[src/rtl/reduce_pkg.sv]
// Shared types and helpers for the serial reduction sequencer.
package reduce_pkg;

   typedef enum logic [1:0] {
      OP_OR  = 2'b00,
      OP_AND = 2'b01,
      OP_XOR = 2'b10,
      OP_NOR = 2'b11
   } reduce_op_t;

   typedef enum logic [1:0] {
      IDLE = 2'b00,
      RUN  = 2'b01,
      DONE = 2'b10
   } state_t;

   // Identity element of the folding operator; NOR folds as OR and is inverted at the end.
   function automatic logic acc_init(input reduce_op_t op);
      return (op == OP_AND);
   endfunction

   // True once no remaining chunk can change the accumulator.
   function automatic logic is_determined(input reduce_op_t op, input logic acc);
      case (op)
         OP_OR, OP_NOR: return acc;
         OP_AND:        return ~acc;
         default:       return 1'b0;
      endcase
   endfunction

endpackage

[src/rtl/reduce_serial_ctrl_chunk_reducer.sv]
// Combinational CHUNK-bit reduction stage; NOR reduces as OR here.
module chunk_reducer
   import reduce_pkg::*;
#(
   parameter int CHUNK = 4
) (
   input  logic [CHUNK-1:0] chunk,
   input  reduce_op_t       op,
   output logic             part
);

   always_comb begin
      part = |chunk;
      case (op)
         OP_AND:  part = &chunk;
         OP_XOR:  part = ^chunk;
         default: part = |chunk;
      endcase
   end

endmodule

[src/rtl/reduce_serial_ctrl.sv]
// Multi-cycle bitvector reducer: folds one CHUNK-bit slice per cycle into a 1-bit accumulator.
module reduce_serial_ctrl
   import reduce_pkg::*;
#(
   parameter int COUNT_OF_BITS = 16,
   parameter int CHUNK         = 4,
   parameter int EARLY_EXIT    = 1
) (
   input  logic                     clk,
   input  logic                     rst_n,
   input  logic                     in_valid,
   output logic                     in_ready,
   input  logic [COUNT_OF_BITS-1:0] bitvector,
   input  logic [1:0]               op,
   output logic                     out_valid,
   input  logic                     out_ready,
   output logic                     reduce,
   output logic                     busy
);

   localparam int NCH = COUNT_OF_BITS / CHUNK;
   localparam int CW  = (NCH > 1) ? $clog2(NCH) : 1;
   localparam logic [CW-1:0] LAST_CHUNK = CW'(NCH - 1);

   generate
      if (COUNT_OF_BITS % CHUNK != 0) begin : g_bad_chunk
         $error("COUNT_OF_BITS must be a multiple of CHUNK");
      end
   endgenerate

   state_t                   state_q;
   logic [COUNT_OF_BITS-1:0] shift_q;
   reduce_op_t               op_q;
   logic                     acc_q;
   logic [CW-1:0]            cnt_q;
   logic                     in_ready_q;
   logic                     out_valid_q;
   logic                     reduce_q;
   logic                     busy_q;

   logic                     part;
   logic                     acc_d;
   logic                     finish_d;

   chunk_reducer #(
      .CHUNK (CHUNK)
   ) u_chunk_reducer (
      .chunk (shift_q[CHUNK-1:0]),
      .op    (op_q),
      .part  (part)
   );

   always_comb begin
      acc_d = acc_q | part;
      case (op_q)
         OP_AND:  acc_d = acc_q & part;
         OP_XOR:  acc_d = acc_q ^ part;
         default: acc_d = acc_q | part;
      endcase
      finish_d = (cnt_q == LAST_CHUNK) || ((EARLY_EXIT != 0) && is_determined(op_q, acc_d));
   end

   always_ff @(posedge clk or negedge rst_n) begin
      if (!rst_n) begin
         state_q     <= IDLE;
         shift_q     <= '0;
         op_q        <= OP_OR;
         acc_q       <= 1'b0;
         cnt_q       <= '0;
         in_ready_q  <= 1'b1;
         out_valid_q <= 1'b0;
         reduce_q    <= 1'b0;
         busy_q      <= 1'b0;
      end else begin
         case (state_q)
            IDLE: begin
               if (in_valid && in_ready_q) begin
                  state_q    <= RUN;
                  shift_q    <= bitvector;
                  op_q       <= reduce_op_t'(op);
                  acc_q      <= acc_init(reduce_op_t'(op));
                  cnt_q      <= '0;
                  in_ready_q <= 1'b0;
                  busy_q     <= 1'b1;
               end
            end
            RUN: begin
               shift_q <= shift_q >> CHUNK;
               acc_q   <= acc_d;
               cnt_q   <= cnt_q + 1'b1;
               if (finish_d) begin
                  state_q     <= DONE;
                  out_valid_q <= 1'b1;
                  reduce_q    <= (op_q == OP_NOR) ? ~acc_d : acc_d;
               end
            end
            DONE: begin
               // in_ready stays low through the handshake edge so a new request waits a cycle.
               if (out_ready) begin
                  state_q     <= IDLE;
                  out_valid_q <= 1'b0;
                  reduce_q    <= 1'b0;
                  busy_q      <= 1'b0;
                  in_ready_q  <= 1'b1;
               end
            end
            default: begin
               state_q     <= IDLE;
               in_ready_q  <= 1'b1;
               out_valid_q <= 1'b0;
               reduce_q    <= 1'b0;
               busy_q      <= 1'b0;
            end
         endcase
      end
   end

   assign in_ready  = in_ready_q;
   assign out_valid = out_valid_q;
   assign reduce    = reduce_q;
   assign busy      = busy_q;

endmodule

[config.mk]
export PLATFORM = sky130hd
export DESIGN_NAME = reduce_serial_ctrl
export DESIGN_NICKNAME = d
export VERILOG_FILES = /design/src/rtl/reduce_pkg.sv /design/src/rtl/reduce_serial_ctrl_chunk_reducer.sv /design/src/rtl/reduce_serial_ctrl.sv
export SDC_FILE = /design/constraint.sdc
export NUM_CORES = 1
export LEC_CHECK = 0
export BUFFER_PORTS_ARGS = -buffer_cell sky130_fd_sc_hd__buf_4
export CAP_MARGIN = 0
export CORE_MARGIN = 4
export CORE_UTILIZATION = 35
export CTS_BUF_LIST = sky130_fd_sc_hd__clkbuf_4 sky130_fd_sc_hd__clkbuf_8
export CTS_CLUSTER_SIZE = 28
export DETAILED_ROUTE_END_ITERATION = 12
export GPL_ROUTABILITY_DRIVEN = 0
export SYNTH_ARGS = -nofsm -noshare
export SYNTH_HDL_FRONTEND = slang
export SYNTH_SLANG_ARGS = --single-unit
export TNS_END_PERCENT = 30
[constraint.sdc]
create_clock -name clk -period 2.67 [get_ports clk]
set_clock_uncertainty 0.2 [all_clocks]
set_input_delay 0.1335 -clock clk [delete_from_list [all_inputs] [get_ports clk]]
set_output_delay 0.1335 -clock clk [all_outputs]
set_load 0.02 [all_outputs]
## Word-level counts from Yosys, hierarchy flattened

Index checks and enable logic that the tools add are counted.

| storage, ports and cells | value |
|---|---|
| output and inout port bits | 4 |
| input port bits | 22 |
| register bits after elaboration | 27 |
| word-level logic and storage cells | 64 |

| cells by class | value |
|---|---|
| add/subtract/negate cells | 1 |
| reductions and logical operators | 14 |
| bitwise gates (word level) | 6 |
| multiplexer cells | 24 |
| eq/ne operators | 10 |

Operator list:

| cell | number |
|---|---|
| 16-bit one-hot mux with 2 select lines | 1 |
| 16-bit 2-to-1 mux | 1 |
| 1-bit one-hot mux with 3 select lines | 4 |
| 3-bit AND reduction | 3 |
| 2-bit == test, second input constant | 4 |
| 1-bit 2-to-1 mux | 8 |
| 2-bit 2-to-1 mux | 4 |
| 1-bit one-hot mux with 2 select lines | 4 |
| 2-bit by 1-bit == test with 1-bit output, second input constant | 3 |
| 2-bit inequality test, second input constant | 3 |
| 2-bit one-hot mux with 3 select lines | 1 |
| 2-bit logical NOT | 2 |
| 2-bit one-hot mux with 2 select lines | 1 |
| 2-bit AND reduction | 2 |
| 4-bit AND reduction | 1 |
| 4-bit OR reduction | 1 |
| 4-bit XOR reduction | 1 |
| 1-bit NOT | 3 |
| 2-bit by 1-bit adder with 2-bit output, second input constant | 1 |
| 2-bit nonzero test | 1 |
| 2-bit OR reduction | 1 |
| 1-bit bitwise AND | 1 |
| 1-bit logical AND | 1 |
| 1-bit logical OR | 1 |
| other kinds (2) | 2 |

## Longest topological paths before layout

Gate-level depths: netlist (run 1).

| logic depth | value |
|---|---|
| depth in word-level cells | 9 |
| gate-level depth with buffers | 11 |
| depth with buffers taken out | 11 |

## Hierarchy

A second synthesis (run 1) with hierarchy kept.

| unflattened totals | value |
|---|---|
| cells, all modules | 154 |
| area total of the unflattened synthesis | 1481.4 sq um |

By module, submodules not included:

| module | seq. area each (sq um) | cells each | times used | area an instance (sq um) |
|---|---|---|---|---|
| reduce_serial_ctrl | 676.9 | 137 | 1 | 1336.3 |
| chunk_reducer | 0.0 | 17 | 1 | 145.1 |

## Worst setup path after synthesis (run 1)

OpenSTA, ideal clock, no wires.

| timing path | value |
|---|---|
| kind | register -> register |
| start point | register shift_q[2] |
| end point | register state_q[0] |
| buffers on the path | 0 |
| data required time | 2.401 ns |
| setup time | 0.069 ns |
| stages on the path, launching flop included | 12 |
| slack | 0.188 ns |
| clock period less this slack | 2.482 ns |
| arrival time | 2.213 ns |
| cells stage by stage | dfrtp_1 > inv_1 > ha_1 > xor2_1 > a32o_1 > nor2_1 > a31o_2 > ha_1 > nand2_1 > a2111o_1 > mux2_4 > nor2_2 |

| on the way | value |
|---|---|
| cells in the longest elaborated chain, start to end | 9 |
| elaborated cells between the ends (all ways) | 13 |
| classes of those cells | eq/ne: 1; mux: 3; bitwise: 4; reduce/logical: 5 |

Ends and longest elaborated chain:

| element | line | source |
|---|---|---|
| from (decl) | reduce_serial_ctrl.sv:32 | `logic [COUNT_OF_BITS-1:0] shift_q;` |
| from (signal assigned) | reduce_serial_ctrl.sv:79 | `shift_q <= bitvector;` |
| from (signal assigned) | reduce_serial_ctrl.sv:88 | `shift_q <= shift_q >> CHUNK;` |
| 4-bit OR reduction, or another cell as far along | reduce_serial_ctrl_chunk_reducer.sv:17 | `default: part = \|chunk;` |
| 1-bit one-hot mux with 2 select lines (*) | reduce_serial_ctrl_chunk_reducer.sv:14 | `case (op)` |
| 1-bit bitwise OR, or another cell as far along | reduce_serial_ctrl.sv:58 | `default: acc_d = acc_q \| part;` |
| 1-bit one-hot mux with 2 select lines (*) | reduce_serial_ctrl.sv:55 | `case (op_q)` |
| 1-bit NOT | reduce_pkg.sv:26 | `OP_AND: return ~acc;` |
| 1-bit one-hot mux with 2 select lines (*) | reduce_pkg.sv:24 | `case (op)` |
| 1-bit logical OR (*) | reduce_serial_ctrl.sv:60 | `finish_d = (cnt_q == LAST_CHUNK) \|\| ((EARLY_EXIT != 0) && is_determined(op_q, acc_d));` |
| 2-bit inequality test (no source line) (*) | n/a |  |
| 3-bit AND reduction (no source line) (*) | n/a |  |
| to (signal assigned) | reduce_serial_ctrl.sv:65 | `state_q <= IDLE;` |
| to (signal assigned) | reduce_serial_ctrl.sv:78 | `state_q <= RUN;` |
| to (signal assigned) | reduce_serial_ctrl.sv:92 | `state_q <= DONE;` |
| to (decl) | reduce_serial_ctrl.sv:31 | `state_t state_q;` |

Every way passes the cells marked *; elsewhere a longest branch is shown, timed or not.
A chain may end at the register's enable or synchronous reset.

## Worst setup path in the final report (run 1)

| timing path | value |
|---|---|
| start point | register shift_q[1] |
| end point | register state_q[0] |

Same word-level chain as after synthesis.

==> results of run 1 <==
-- layout make-up --
class / count / area [sq um]
Fill cell: 367 / 2030
Multi-Input combinational cell: 109 / 716
Sequential cell: 27 / 677
Timing Repair Buffer: 50 / 425
Tap cell: 50 / 62.6
Clock buffer: 3 / 41.3
Inverter: 10 / 37.5
Clock inverter: 1 / 7.51
-- where the power goes --
group | internal (mW) | total (mW) | switching, mW
Clock | 0.106 | 0.234 | 0.129
Sequential | 0.584 | 0.690 | 0.106
Combinational | 0.429 | 0.833 | 0.404
-- flip-flops by register name, summed over array words and instances (netlist names) --
signal     flops
acc_q          1
op_q           2
busy           1
out_valid      1
in_ready       1
state_q        2
cnt_q          2
reduce         1
shift_q       16
-- per-stage QoR --
step / instance area [sq um] / hold WS [ns]
after detailed placement: 1660 / -0.129
after CTS: 1910 / 0.00191
final: 1970 / 0.000161
after floorplan: 1450 / -0.362
after global routing: 1970 / 0.00445
after global placement: 1660 / -0.132
-- worst min path at each step --
stage          cells after the start  slack [ns]         end     start
6_report                           3      0.0002    in_ready  in_valid
5_1_grt                            3       0.004    in_ready  in_valid
4_1_cts                            3       0.002    in_ready  in_valid
3_5_place_dp                       1       -0.13  shift_q[6]     rst_n
3_3_place_gp                       1       -0.13  shift_q[7]     rst_n
2_1_floorplan                      0       -0.36       acc_q     rst_n
-- worst min-delay path, stage by stage --
cell and delay (ns):
buf_4 0.09, a21oi_1 0.06, o22a_1 0.18
-- kinds of logic after synthesis --
family          after synthesis
xor+xnor                      2
compound gates               41
simple gates                 47
flops                        27
fa+ha+maj                    10
buf+inv                      18
mux                           9
-- cells in the mapped netlist --
| master | instances | area share |
|---|---|---|
| and4bb_2 | 1 | 0.0086 |
| nor2_2 | 1 | 0.0043 |
| and2_1 | 1 | 0.0043 |
| o2bb2ai_1 | 2 | 0.012 |
| o31ai_1 | 1 | 0.0052 |
| xnor2_1 | 1 | 0.0060 |
| o21ai_1 | 11 | 0.038 |
| a32o_1 | 1 | 0.0069 |
| clkbuf_1 | 1 | 0.0026 |
| a21oi_1 | 7 | 0.024 |
| o22a_1 | 1 | 0.0060 |
| ha_1 | 10 | 0.086 |
| buf_6 | 3 | 0.023 |
| mux2_4 | 1 | 0.010 |
| o21ai_0 | 12 | 0.041 |
| a31o_2 | 1 | 0.0060 |
| buf_2 | 4 | 0.014 |
| a221oi_1 | 1 | 0.0060 |
| nand2_1 | 31 | 0.080 |
| xor2_1 | 1 | 0.0060 |
| nor2_1 | 10 | 0.026 |
| a2111o_1 | 1 | 0.0078 |
| a21o_1 | 1 | 0.0052 |
| dfstp_2 | 1 | 0.018 |
| a31oi_1 | 2 | 0.0086 |
| inv_1 | 10 | 0.026 |
| nor2b_1 | 3 | 0.013 |
| mux2i_1 | 8 | 0.055 |
| dfrtp_1 | 26 | 0.45 |
-- metal layers --
| layer | vias to the layer above | share of wire | GRT usage |
|---|---|---|---|
| li1 | 611 | - | - |
| met1 | 565 | 0.43 | 0.145 |
| met2 | 14 | 0.54 | 0.234 |
| met3 | 2 | 0.020 | 0.0194 |
| met4 | 0 | 0.0054 | 0.0369 |
| met5 | - | 0 | 0 |
-- timing repair --
| item | in CTS | in global routing |
|---|---|---|
| setup buffers | 0 | 3 |
| resized for setup | 0 | 7 |
| endpoints found under the setup margin | 0 | 3 |
| endpoints found under the hold margin | 47 | 0 |
| hold buffers | 20 | 0 |
==> key figures, run 1 <==
Floorplan
  • Site Rows: 23
  • Initial core utilization: 0.363
  • Die X: 72.4 microns
  • Die height: 72.4 microns
  • Die area: 5240 sq um
  • I/O Pins: 26
  • Core box area: 4000 sq um

STA
  • Worst Slack Setup Final: 0.0334 ns
  • Slew at the pin closest to its max-slew limit: 0.383 ns
  • Final hold violation count: 0
  • Setup TNS Final: 0 ns
  • Final Setup Violations: 0
  • Tcrit/Tclk final: 0.988
  • RSZ-0062 raised after global routing: yes
  • Max_slew headroom: 0.744
  • Maximum clock frequency: 0.379 GHz
  • Final slew viol count: 0
  • Post-layout min period: 2.64 ns

Worst setup path
  • Worst-case reg-to-reg path depth: 11
  • CP Data Arrival Time: 2.64 ns
  • Crit path buf inv count: 1
  • Critical path depth: 11
  • Cells along the critical path: inv_2 -> ha_4 -> xor2_1 -> a32o_1 -> nor2_1 -> a31o_2 -> ha_4 -> nand2_1 -> a2111o_1 -> mux2_4 -> nor2_2
  • Crit Path Max Fanout: 3
  • Crit-path max cell delay: 0.44 ns
  • Worst R2R End: state_q[0]
  • Reg2reg start: shift_q[1]
  • Worst Setup SP: shift_q[1]
  • CP dominant cell by count: ha_4
  • Delay-heaviest family, CP: compound AO/OA/AOI/OAI gates
  • Worst R2R Setup Slack: 0.03 ns
  • Worst path slowest cell: a2111o_1
  • Worst Path Required: 2.68 ns
  • Critical Path Sink: state_q[0]
  • CP endpoint kind: flip-flop
  • Crit path kind: reg -> reg
  • Startpoint Class: flip-flop

Power
  • Peak supply drop: 0.000393 V
  • Final Total Pwr: 1.76 mW
  • Power Dens Cells: 894 nW/um^2
  • Leakage Power: 0.881 nW

Global routing
  • Largest net degree at the start of global routing: 28
  • Initial antenna violation count: 0
  • Global route total overflow: 0
  • First-pass GRT wire length: 5.25 mm
  • Vias in the first global route: 1212
  • GRT Util Overall: 0.125

Clock network
  • Clock tree buffer depth: 2
  • Clock latency on the worst-skew pair: 0.27 ns
  • Worst-path clk slew: 0.10 ns
  • CTS Buf Count: 3
  • Root Buffer Master: clkbuf_8
  • Clock sink count: 27
  • CTS tree: built
  • H-tree depth: 1

Route
  • Routed vias/inst: 4.77
  • Drt total wl: 3.15 mm
  • Post-DR wirelength/cell: 12.6 microns
  • Vias: 1192
  • DR iter-0 viols: 43
  • Drt pass-1 iters: 5
  • ANT nets after route: 0
  • # DRC: 0

Placement
  • Placed cells: 223
  • Dpl ws: 0.0542 ns
  • Post-detail-place hpwl: 2.12 mm
  • Port bufs: 25

Cells and area
  • Share of layout cells above drive strength 1: 0.230
  • Cell Count, Final, Fillers Out: 250
  • Layout Utilization: 0.492
  • Nets: 233
  • Most common cell after layout, fill and taps aside: nand2_1
  • Diode count: 0
  • Area delta synth->final: 35.6%
  • Leading cell types in the layout, fill and taps excluded: 31 x nand2_1, 30 x buf_4, 26 x dfrtp_1, 20 x dlygate4sd3_1, 12 x o21ai_0

Logic synthesis
  • Syn_nets: 186
  • Cells after synthesis: 154
  • Simple-gate portion of the synthesized area: 0.136
  • Syn_area_per_cell: 9.42 sq um
  • Largest family of logic cells by synthesized area: compound AO/OA/AOI/OAI gates
  • #FFs+latches synth: 27
  • Post-Synth Adder-Cell Area: 0.0863
  • Compound-Gate Fraction of Synth Area: 0.167
  • Seq/Total Area, Yosys: 0.467
  • Multiplexer area fraction after synthesis: 0.0656
  • Cell variety after synth: 29
  • Post-Syn Area: 1450 sq um
  • XOR/XNOR share of the synthesized area: 0.0121
  • Yosys warns: 0

Status
  • Status: finished, final reports clean

Worst hold path
  • Worst min-delay path class: in -> reg

Flow run
  • Max-cap violations: 0
Note: power is estimated with default switching activity, not from simulation.
==> run 2, diff against run 1 <==
Settings changed: PLACE_DENSITY set to 0.58.
==> run 2 against run 1 <==
Against the previous run:
- count of clock-buffer cells in the layout did not move
- hold slack improved by 0.098 ns
- sequential power barely moved
- final cell count rose by 0.40%
- utilization rose by 0.25 points
- non-clock buffer count rose by 1
- setup slack got worse by 0.012 ns
==> key figures, run 2 (synthesis results as in run 1) <==
Status
  • Status: finished, final reports clean

Cells and area
  • Cell Count, Final, Fillers Out: 251
  • # fillers: 381
  • Area of the multi-input gates: 718 sq um
  • Area delta synth->final: 36.3%
  • Sequential Area: 677 sq um
  • Largest register FFs: 16
  • Leading cell types in the layout, fill and taps excluded: 30 x nand2_1, 30 x buf_4, 26 x dfrtp_1, 21 x dlygate4sd3_1, 12 x o21ai_0
  • Nets: 234
  • Diode count: 0
  • Share of layout cells above drive strength 1: 0.234
  • Largest register by flop count: shift_q
  • Layout Utilization: 0.494

Worst setup path
  • Worst-case reg-to-reg path depth: 11
  • Startpoint Class: flip-flop
  • CP endpoint kind: flip-flop
  • Worst Path Required: 2.68 ns
  • Crit-path max cell delay: 0.45 ns
  • Worst R2R End: state_q[0]
  • Cells along the critical path: inv_2 -> ha_4 -> xor2_1 -> a32o_1 -> nor2_1 -> a31o_2 -> ha_4 -> nand2_2 -> a2111o_1 -> mux2_4 -> nor2_2
  • Crit Path Max Fanout: 3
  • Reg2reg start: shift_q[2]
  • Crit path buf inv count: 1
  • CP Data Arrival Time: 2.66 ns
  • Worst path slowest cell: a2111o_1
  • Crit path kind: reg -> reg
  • CP dominant cell by count: ha_4
  • Worst R2R Setup Slack: 0.02 ns
  • Delay-heaviest family, CP: compound AO/OA/AOI/OAI gates

Placement
  • Placed cells: 223
  • Port bufs: 25
  • Post-detail-place hpwl: 2.10 mm

Floorplan
  • Initial core utilization: 0.363
  • Die area: 5240 sq um
  • Die height: 72.4 microns
  • I/O Pins: 26
  • Core box area: 4000 sq um
  • Die X: 72.4 microns
  • Site Rows: 23

Route
  • Post-DR wirelength/cell: 12.5 microns
  • Drt total wl: 3.15 mm
  • Vias: 1201
  • Drt pass-1 iters: 4
  • # DRC: 0
  • DR iter-0 viols: 53
  • Routed vias/inst: 4.78
  • ANT nets after route: 0

Clock network
  • CTS tree: built
  • CTS Buf Count: 3
  • Clock tree buffer depth: 2
  • H-tree depth: 1
  • Root Buffer Master: clkbuf_8
  • Clock sink count: 27
  • Worst-path clk slew: 0.10 ns
  • Clock latency on the worst-skew pair: 0.27 ns

STA
  • Maximum clock frequency: 0.378 GHz
  • Tcrit/Tclk final: 0.992
  • RSZ-0062 raised after global routing: yes
  • Slew at the pin closest to its max-slew limit: 0.721 ns
  • Final Setup Violations: 0
  • Post-layout min period: 2.65 ns
  • Final slew viol count: 0
  • Max_slew headroom: 0.518
  • Final hold violation count: 0

Global routing
  • Global route total overflow: 0
  • Vias in the first global route: 1167
  • GRT Util Overall: 0.127
  • Initial antenna violation count: 0
  • Largest net degree at the start of global routing: 28
  • First-pass GRT wire length: 5.41 mm

Flow run
  • Max-cap violations: 0

Worst hold path
  • Worst min-delay path class: in -> async

Power
  • Power Dens Cells: 902 nW/um^2
  • Peak supply drop: 0.000396 V
  • Leakage Power: 0.889 nW
==> run 2: through the flow <==
stage / TNS, ns / cell area, sq um / hold slack, ns / power [mW] / worst slack [ns]
after global placement: 0 / 1660 / -0.135 / 1.35 / 0.123
final: 0 / 1980 / 0.0985 / 1.78 / 0.0213
after floorplan: 0 / 1450 / -0.362 / 1.20 / 0.188
after detailed placement: 0 / 1660 / -0.129 / 1.39 / 0.0384
after CTS: 0 / 1910 / 0.119 / 1.65 / 0.0132
after global routing: -0.156 / 1980 / 0.147 / 1.94 / -0.0842
==> run 2: worst max-delay path by stage <==
stage	start	endpoint	cells past startpoint
final	shift_q[2]	state_q[0]	11
after global routing	shift_q[2]	state_q[0]	11
after CTS	shift_q[2]	state_q[0]	11
after detailed placement	shift_q[2]	state_q[0]	11
after global placement	shift_q[2]	state_q[0]	11
after floorplan	shift_q[2]	state_q[0]	11
==> run 2: worst register-to-register path: cells and delay by family, from the launching register on <==
family,cells,cell delay [ns]
fa+ha+maj,2,0.53
xor+xnor,1,0.16
compound gates,3,0.83
flops,1,0.38
mux,1,0.27
buf+inv,1,0.06
simple gates,3,0.16
==> run 2: layout make-up <==
type / count / area share
clock buffers: 3 / 0.0209
clock inverters: 1 / 0.00253
inverters: 10 / 0.0190
multi-input cells: 109 / 0.363
flip-flops and latches: 27 / 0.342
well taps: 50 / 0.0316
repair buffers: 51 / 0.220
==> run 2: timing repair <==
item	in CTS	in global routing
resized for setup	0	8
hold buffers	21	0
setup endpoints to repair	0	4
endpoints found under the hold margin	48	0
buffers inserted	0	3
==> run 2: power by group <==
part	total (mW)	internal, mW	switching [mW]	leakage [nW]
combinational	0.854	0.438	0.416	0.541
sequential	0.693	0.584	0.109	0.323
clock	0.237	0.105	0.132	0.0255
total	1.78	1.13	0.656	0.889
==> run 2: per-layer routing <==
| metal | vias to the layer above | GRT usage | routed length [microns] |
|---|---|---|---|
| li1 | 609 | - | - |
| met1 | 574 | 0.164 | 1400 |
| met2 | 16 | 0.218 | 1640 |
| met3 | 2 | 0.0249 | 87 |
| met4 | 0 | 0.0307 | 19 |
| met5 | - | 0 | 0 |
==> run 3, diff against run 2 <==
Settings changed: GPL_TIMING_DRIVEN set to 0, SLEW_MARGIN set to 10.
==> run 3 against run 2 <==
Against the previous run:
- the flow now finishes with violations (setup timing)
- global-route usage increased by 0.25 points
- final cell count increased by 2.0%
- sequential power about the same
- clock power decreased by 2%
- hold slack improved by 0.0064 ns
- highest routed layer unchanged
==> key figures, run 3 (synthesis results as in run 1) <==
Floorplan
  • Initial core utilization: 0.363
  • Site Rows: 23
  • Die X: 72.4 microns
  • Core box area: 4000 sq um
  • Die height: 72.4 microns
  • I/O Pins: 26
  • Die area: 5240 sq um

Global routing
  • Largest net degree at the start of global routing: 28
  • GR Util met2: 0.222
  • Met1 Use GR: 0.164
  • Met3 Use GR: 0.0180
  • Vias in the first global route: 1257
  • GRT Util Overall: 0.130
  • Initial antenna violation count: 0
  • Busiest grt layer: met2
  • First-pass GRT wire length: 5.44 mm
  • Global route total overflow: 0

Route
  • # DRC: 0
  • Routed vias/inst: 4.89
  • DR iter-0 viols: 38
  • Drt pass-1 iters: 4
  • Drt total wl: 3.33 mm
  • ANT nets after route: 0
  • Post-DR wirelength/cell: 13.0 microns
  • Vias: 1253

Power
  • Power Dens Cells: 884 nW/um^2
  • Leakage Power: 0.916 nW
  • Final Total Pwr: 1.78 mW
  • Peak supply drop: 0.000338 V

STA
  • Slew at the pin closest to its max-slew limit: 0.481 ns
  • Final hold violation count: 0
  • Setup TNS Final: -0.00697 ns
  • Post-layout min period: 2.68 ns
  • Tcrit/Tclk final: 1.00
  • Hold slack: 0.105 ns
  • Max_slew headroom: 0.679
  • Final slew viol count: 0
  • Maximum clock frequency: 0.374 GHz
  • Final Setup Violations: 1
  • Worst Slack Setup Final: -0.00697 ns
  • RSZ-0062 raised after global routing: yes

Placement
  • Post-detail-place hpwl: 2.36 mm
  • Port bufs: 25
  • Dpl ws: 0.0412 ns

Cells and area
  • Leading cell types in the layout, fill and taps excluded: 30 x nand2_1, 27 x buf_4, 26 x dfrtp_1, 21 x dlygate4sd3_1, 12 x o21ai_0
  • Area of the multi-input gates: 721 sq um
  • Share of layout cells above drive strength 1: 0.252
  • Most common cell after layout, fill and taps aside: nand2_1
  • # fillers: 390
  • Largest register FFs: 16
  • Sequential Area: 677 sq um
  • Nets: 239
  • Largest register by flop count: shift_q
  • Diode count: 0
  • Area delta synth->final: 38.9%

Worst setup path
  • Crit Path Max Fanout: 3
  • CP endpoint kind: flip-flop
  • Reg2reg start: shift_q[3]
  • Worst-case reg-to-reg path depth: 11
  • Worst R2R End: state_q[0]
  • Worst R2R Setup Slack: -0.007 ns
  • Worst Path Required: 2.68 ns
  • Startpoint Class: flip-flop
  • Critical Path Sink: state_q[0]
  • Worst Setup SP: shift_q[3]
  • CP Data Arrival Time: 2.69 ns
  • Crit path kind: reg -> reg

Worst hold path
  • Worst min-delay path class: in -> async

Status
  • Status: finished with violations
  • Violated checks: setup timing

Clock network
  • CTS tree: built
  • Worst-path clk slew: 0.09 ns
  • CTS Buf Count: 3
  • Clock latency on the worst-skew pair: 0.27 ns
  • Clock sink count: 27
  • Root Buffer Master: clkbuf_8
  • Clock tree buffer depth: 2
  • H-tree depth: 1

Flow run
  • Max-cap violations: 0
-- run 3: repair_timing --
item,4_1_cts,5_1_grt
gates resized for setup,0,9
endpoints found under the hold margin,48,0
hold buffers,21,0
endpoints found under the setup margin,0,3
setup buffers,0,2
-- run 3: through the flow --
| stage | cell area (sq um) | std cells | utilization |
|---|---|---|---|
| after floorplan | 1450 | 154 | - |
| after global placement | 1700 | 229 | 0.425 |
| after detailed placement | 1700 | 229 | 0.425 |
| after CTS | 1960 | 254 | 0.489 |
| after global routing | 2010 | 256 | 0.504 |
| final | 2010 | 256 | 0.504 |
-- run 3: worst max-delay path: stages, from the launching register on --
cell      delay (ns)
dfrtp_1         0.38
inv_2           0.06
ha_4            0.25
xor2_1          0.15
a32o_1          0.16
nor2_2          0.04
a31o_2          0.24
ha_4            0.27
nand2_2         0.05
a2111o_1        0.46
mux2_4          0.28
nor2_2          0.07
-- run 3: power by group --
| part | switching (mW) | internal [mW] |
|---|---|---|
| Sequential | 0.106 | 0.584 |
| Combinational | 0.426 | 0.432 |
| Clock | 0.127 | 0.105 |
-- run 3: layer usage --
metal | vias up | part of all wire
li1 | 626 | -
met1 | 607 | 0.45
met2 | 15 | 0.52
met3 | 5 | 0.022
met4 | 0 | 0.011
met5 | - | 0
-- run 3: worst min path at each step --
stage                  end  slack, ns  cells past startpoint
3_5_place_dp          busy      -0.13                      1
5_1_grt        shift_q[14]       0.15                      2
6_report          cnt_q[1]       0.10                      2
4_1_cts        shift_q[14]       0.12                      2
3_3_place_gp          busy      -0.14                      1
2_1_floorplan        acc_q      -0.36                      0
-- run 3: final cells by class --
type,count,area share
plain buffers,8,0.0286
clock buffers,3,0.0205
clock inverters,1,0.00248
inverters,10,0.0186
multi-input cells,109,0.358
flip-flops and latches,27,0.336
well taps,50,0.0311
repair buffers,48,0.205
